$ cat src/rtl/led_mode_ctrl.sv
// Mode-button front end: synchronizes and debounces the button, steps the mode, emits per-mode tick/restart, muxes LEDs.
// Button-to-mode latency DEB_CYCLES+3 cycles; led lags the selected input by 1 cycle; no backpressure.
module led_mode_ctrl #(
    parameter int TICK_DIV   = 50_000_000,
    parameter int DEB_CYCLES = 1_000_000
) (
    input  logic       clk,
    input  logic       reset,
    input  logic       btn_mode,
    input  logic [7:0] mode0_in,
    input  logic [7:0] mode1_in,
    input  logic [7:0] mode2_in,
    input  logic [7:0] mode3_in,
    output logic [3:0] en,
    output logic [3:0] mode_rst,
    output logic [1:0] mode,
    output logic [7:0] led
);
    localparam int CW = $clog2(DEB_CYCLES) + 1;
    localparam int TW = $clog2(TICK_DIV);
    localparam logic [CW-1:0] C_LAST = CW'(DEB_CYCLES - 1);
    localparam logic [TW-1:0] T_LAST = TW'(TICK_DIV - 1);

    logic          r_sync1;
    logic          r_sync2;
    logic [CW-1:0] r_cnt;
    logic          r_deb;
    logic          r_deb_prev;
    logic [TW-1:0] r_tcnt;
    logic [1:0]    r_mode;
    logic [3:0]    r_en;
    logic [3:0]    r_mode_rst;
    logic [7:0]    r_led;

    logic          w_step;
    logic [1:0]    w_mode_inc;
    logic [CW-1:0] w_cnt_nxt;
    logic          w_deb_nxt;
    logic [TW-1:0] w_tcnt_nxt;
    logic [1:0]    w_mode_nxt;
    logic [3:0]    w_en_nxt;
    logic [3:0]    w_rst_nxt;
    logic [7:0]    w_led_nxt;

    assign w_step     = r_deb & ~r_deb_prev;
    assign w_mode_inc = r_mode + 2'd1;

    always_comb begin
        w_cnt_nxt = '0;
        w_deb_nxt = r_deb;
        if (r_sync2 != r_deb) begin
            if (r_cnt == C_LAST) begin
                w_deb_nxt = r_sync2;
            end else begin
                w_cnt_nxt = r_cnt + 1'b1;
            end
        end
    end

    // A press edge takes priority over the terminal count so en and mode_rst never coincide.
    always_comb begin
        w_tcnt_nxt = r_tcnt + 1'b1;
        w_mode_nxt = r_mode;
        w_en_nxt   = 4'b0000;
        w_rst_nxt  = 4'b0000;
        if (w_step) begin
            w_tcnt_nxt = '0;
            w_mode_nxt = w_mode_inc;
            w_rst_nxt  = 4'b0001 << w_mode_inc;
        end else if (r_tcnt == T_LAST) begin
            w_tcnt_nxt = '0;
            w_en_nxt   = 4'b0001 << r_mode;
        end
    end

    always_comb begin
        w_led_nxt = mode0_in;
        case (r_mode)
            2'd0: w_led_nxt = mode0_in;
            2'd1: w_led_nxt = mode1_in;
            2'd2: w_led_nxt = mode2_in;
            2'd3: w_led_nxt = mode3_in;
            default: w_led_nxt = mode0_in;
        endcase
    end

    always_ff @(posedge clk) begin
        if (reset) begin
            r_sync1    <= 1'b0;
            r_sync2    <= 1'b0;
            r_cnt      <= '0;
            r_deb      <= 1'b0;
            r_deb_prev <= 1'b0;
            r_tcnt     <= '0;
            r_mode     <= 2'd0;
            r_en       <= 4'b0000;
            r_mode_rst <= 4'b0000;
            r_led      <= 8'h00;
        end else begin
            r_sync1    <= btn_mode;
            r_sync2    <= r_sync1;
            r_cnt      <= w_cnt_nxt;
            r_deb      <= w_deb_nxt;
            r_deb_prev <= r_deb;
            r_tcnt     <= w_tcnt_nxt;
            r_mode     <= w_mode_nxt;
            r_en       <= w_en_nxt;
            r_mode_rst <= w_rst_nxt;
            r_led      <= w_led_nxt;
        end
    end

    assign en       = r_en;
    assign mode_rst = r_mode_rst;
    assign mode     = r_mode;
    assign led      = r_led;
endmodule

$ cat config.mk
export PLATFORM = sky130hd
export DESIGN_NAME = led_mode_ctrl
export DESIGN_NICKNAME = d
export VERILOG_FILES = /design/src/rtl/led_mode_ctrl.sv
export SDC_FILE = /design/constraint.sdc
export NUM_CORES = 1
export LEC_CHECK = 0
export CORE_ASPECT_RATIO = 1.1
export CORE_MARGIN = 5
export CORE_UTILIZATION = 47
export CTS_CLUSTER_SIZE = 20
export DETAILED_ROUTE_END_ITERATION = 10
export HOLD_SLACK_MARGIN = 0.02
export PLACE_DENSITY = 0.86
export SYNTH_ARGS = -nofsm -noshare
export SYNTH_HDL_FRONTEND = slang
export SYNTH_SLANG_ARGS = --single-unit
$ cat constraint.sdc
create_clock -name clk -period 2.25 [get_ports clk]
set_clock_uncertainty 0.15 [all_clocks]
set_input_delay 0.225 -clock clk [delete_from_list [all_inputs] [get_ports clk]]
set_output_delay 0.225 -clock clk [all_outputs]
set_load 0.01 [all_outputs]
==> out/metrics.cfg <==
[outcome]
outcome = complete, no violations

[worst_setup_path]
end_kind = flop
arrival_ps = 2260
startpoint = r_tcnt[7]$_SDFF_PP0_
timing.rr.start = r_tcnt[7]$_SDFF_PP0_
critPathKind = flop to flop
r2r_cells = 5
cp_data_required_time_ps = 2330
start_kind = flop
r2r-end = r_tcnt[17]$_SDFF_PP0_
crit_path_max_fanout = 14
regToRegSetupSlack_ps = 70

[timing]
finalHoldViolCount = 0
min_period_ps = 2180
grt_setup_unrepaired = false
final-setup-viol-count = 0
drv_slew = 0
relSlewSlack_pct = 63.7
fin_tns_setup_ps = 0
max_freq_mhz = 460
post-route-period-util_pct = 96.7
tightest_slew_ps = 544

[finish]
multi_input_area_sq_mm = 0.00155
drive_above_1_share_pct = 11.0
ff_latch_area_sq_mm = 0.00138
final_cells = 489
diodes = 0
nNetsFinal = 446
area_growth_pct = 30.8
num-fill-cells = 479

[die]
die_area_sq_mm = 0.00811
core_area_sq_mm = 0.00619
rows = 30
ios = 53
die_w_um = 86.3
initial_core_util_pct = 48.6
die_height_um = 93.9

[clock_network]
insertion_delay_ps = 350
clockRootBuffer = clkbuf_8
cts_made_buffers = 9
cts_max_path_buffers = 2
clock-sinks = 69
cts_tree = built
htreeDepth = 3
cts_hold_buf = 0
clkTransAtPathRegs_ps = 80

[logic_synthesis]
ys_warn_count = 0
synth_cells = 342
syn_area_per_cell_sq_um = 8.80
synth_area_sq_mm = 0.00301
synthFlopType = dfxtp_1
yosysMostFrequentCell = dfxtp_1
synth-seq-area-share_pct = 45.9
synth.distinct_cells = 31
synth_edf_count = 0
yosys.area.top_type_share_pct = 45.9
ys_seq_elements = 69
yosys-top-cells-area = dfxtp_1, nor2_1, xor2_1, a21oi_1, nand4_1
netlist_top_cells_count = dfxtp_1, nor2_1, a21oi_1
synth_nets = 383
ys_async_sr_fraction_pct = 0
yosysTopAreaCell = dfxtp_1

[pwr]
peakVddDrop_mv = 0.451
p_leak_nw = 1.35
p_per_area_mw_per_mm2 = 646

[global_route]
first_global_vias = 2773
grt_max_degree = 18
grt_pass1_wl_um = 12300
grt-ovfl-total = 0
track_usage_pct = 19.0
antenna_found_initial = 0

[placed_design]
place_congestion = 0.784
io_buffers = 52
numPlacedInstances = 473
hpwl_um = 4920

[detailed_routing]
drc_errors = 0
vias = 2759
drt_first_pass_iters = 4
routed_wl_um = 7240
avgViaCountPerCell = 5.64
ant_nets = 0
drt_iter0_markers = 159
wl_per_cell_um = 14.8

[hold_path]
min_from = r_cnt[0]$_SDFF_PP0_
hold_depth = 1
holdPathEnd = r_cnt[0]$_SDFF_PP0_
min_path_type = flop to flop

[job]
drv_cap = 0

==> where the power goes <==
part | internal [mW] | switching (mW)
Clock | 0.709 | 0.461
Sequential | 1.24 | 0.00867
Combinational | 0.0836 | 0.0451
==> what timing repair did <==
item / in CTS / in global routing
gates resized for setup: 1 / 4
pin swaps: 0 / 1
setup endpoints to repair: 2 / 3
setup buffers: 0 / 1
==> sequential cells by signal, indices dropped and copies added, names as in the netlist <==
| register | count |
|---|---|
| r_tcnt | 26 |
| r_cnt | 21 |
| led | 8 |
| en | 4 |
| mode_rst | 4 |
| mode | 2 |
| r_deb | 1 |
| r_deb_prev | 1 |
| r_sync1 | 1 |
| r_sync2 | 1 |
==> worst max-delay path, cell delays in order (launching register included) <==
cell and delay (ps):
dfxtp_1 320, or4_1 520, or4_4 560, o31ai_4 190, buf_4 240, a21oi_1 70
==> through the flow <==
step           total power [mW]  utilization [%]  instance area (sq um)  hold slack (ps)  setup slack (ps)
2_1_floorplan              1.31                -                   3010              203              56.5
3_3_place_gp               1.39             59.4                   3680              274               138
3_5_place_dp               1.40             59.4                   3680              283              90.7
4_1_cts                    2.55             63.2                   3910              298              64.3
5_1_grt                    2.62             63.6                   3940              325              4.37
6_report                   2.54             63.6                   3940              295              74.3
==> logic make-up (layout without fill, tap and decap cells) <==
| logic type | Yosys count | count (layout) | synth area share (%) |
|---|---|---|---|
| adder cells (fa/ha/maj) | 6 | 6 | 2.49 |
| flip-flops | 69 | 69 | 45.9 |
| XOR/XNOR | 27 | 27 | 7.86 |
| AND/OR/NAND/NOR | 162 | 162 | 28.8 |
| AO/OA/AOI/OAI | 56 | 56 | 11.8 |
| buffers and inverters | 22 | 89 | 3.24 |
==> how the worst max path moves through the flow <==
stage,cells past startpoint,slack (ps),endpoint
2_1_floorplan,5,60,r_tcnt[22]$_SDFF_PP0_
3_3_place_gp,6,140,r_tcnt[24]$_SDFF_PP0_
3_5_place_dp,6,90,r_tcnt[24]$_SDFF_PP0_
4_1_cts,6,60,r_tcnt[24]$_SDFF_PP0_
5_1_grt,5,4,r_tcnt[17]$_SDFF_PP0_
6_report,5,70,r_tcnt[17]$_SDFF_PP0_
==> final cells by class <==
cell class                      instances  share of cell area [%]
Inverter                                4                   0.381
Clock buffer                           12                    4.20
Tap cell                               80                    2.54
Multi-Input combinational cell        251                    39.4
Clock inverter                          3                    1.72
Sequential cell                        69                    35.1
Timing Repair Buffer                   70                    16.7
==> cell usage in the layout (no fill, tap or decap), types with 2 or more instances in the layout <==
cell type / instances
dfxtp_1: 68
bufinv_16: 2
clkdlybuf4s50_1: 52
nor3_1: 3
nor2_1: 48
and3_2: 2
nand4_1: 17
and4_1: 6
nand3_1: 15
or3_1: 11
o21ai_0: 12
o31ai_1: 7
or4b_2: 3
and2_1: 3
a222oi_1: 8
clkbuf_8: 12
a21oi_1: 27
buf_4: 18
or4_1: 10
nor4_1: 6
and3_1: 6
inv_1: 4
xnor2_1: 7
nand2b_1: 2
nand2_1: 21
ha_1: 5
nor2b_1: 5
xor2_1: 20
==> routing by layer <==
| layer | up-vias | global-route usage [%] | part of all wire (%) |
|---|---|---|---|
| met3 | 18 | 6.14 | 5.6 |
| li1 | 1369 | - | - |
| met5 | - | 0 | 0 |
| met1 | 1305 | 22.0 | 42 |
| met2 | 67 | 32.0 | 50 |
| met4 | 0 | 8.18 | 2.8 |
(Power assumes the default switching activity.)
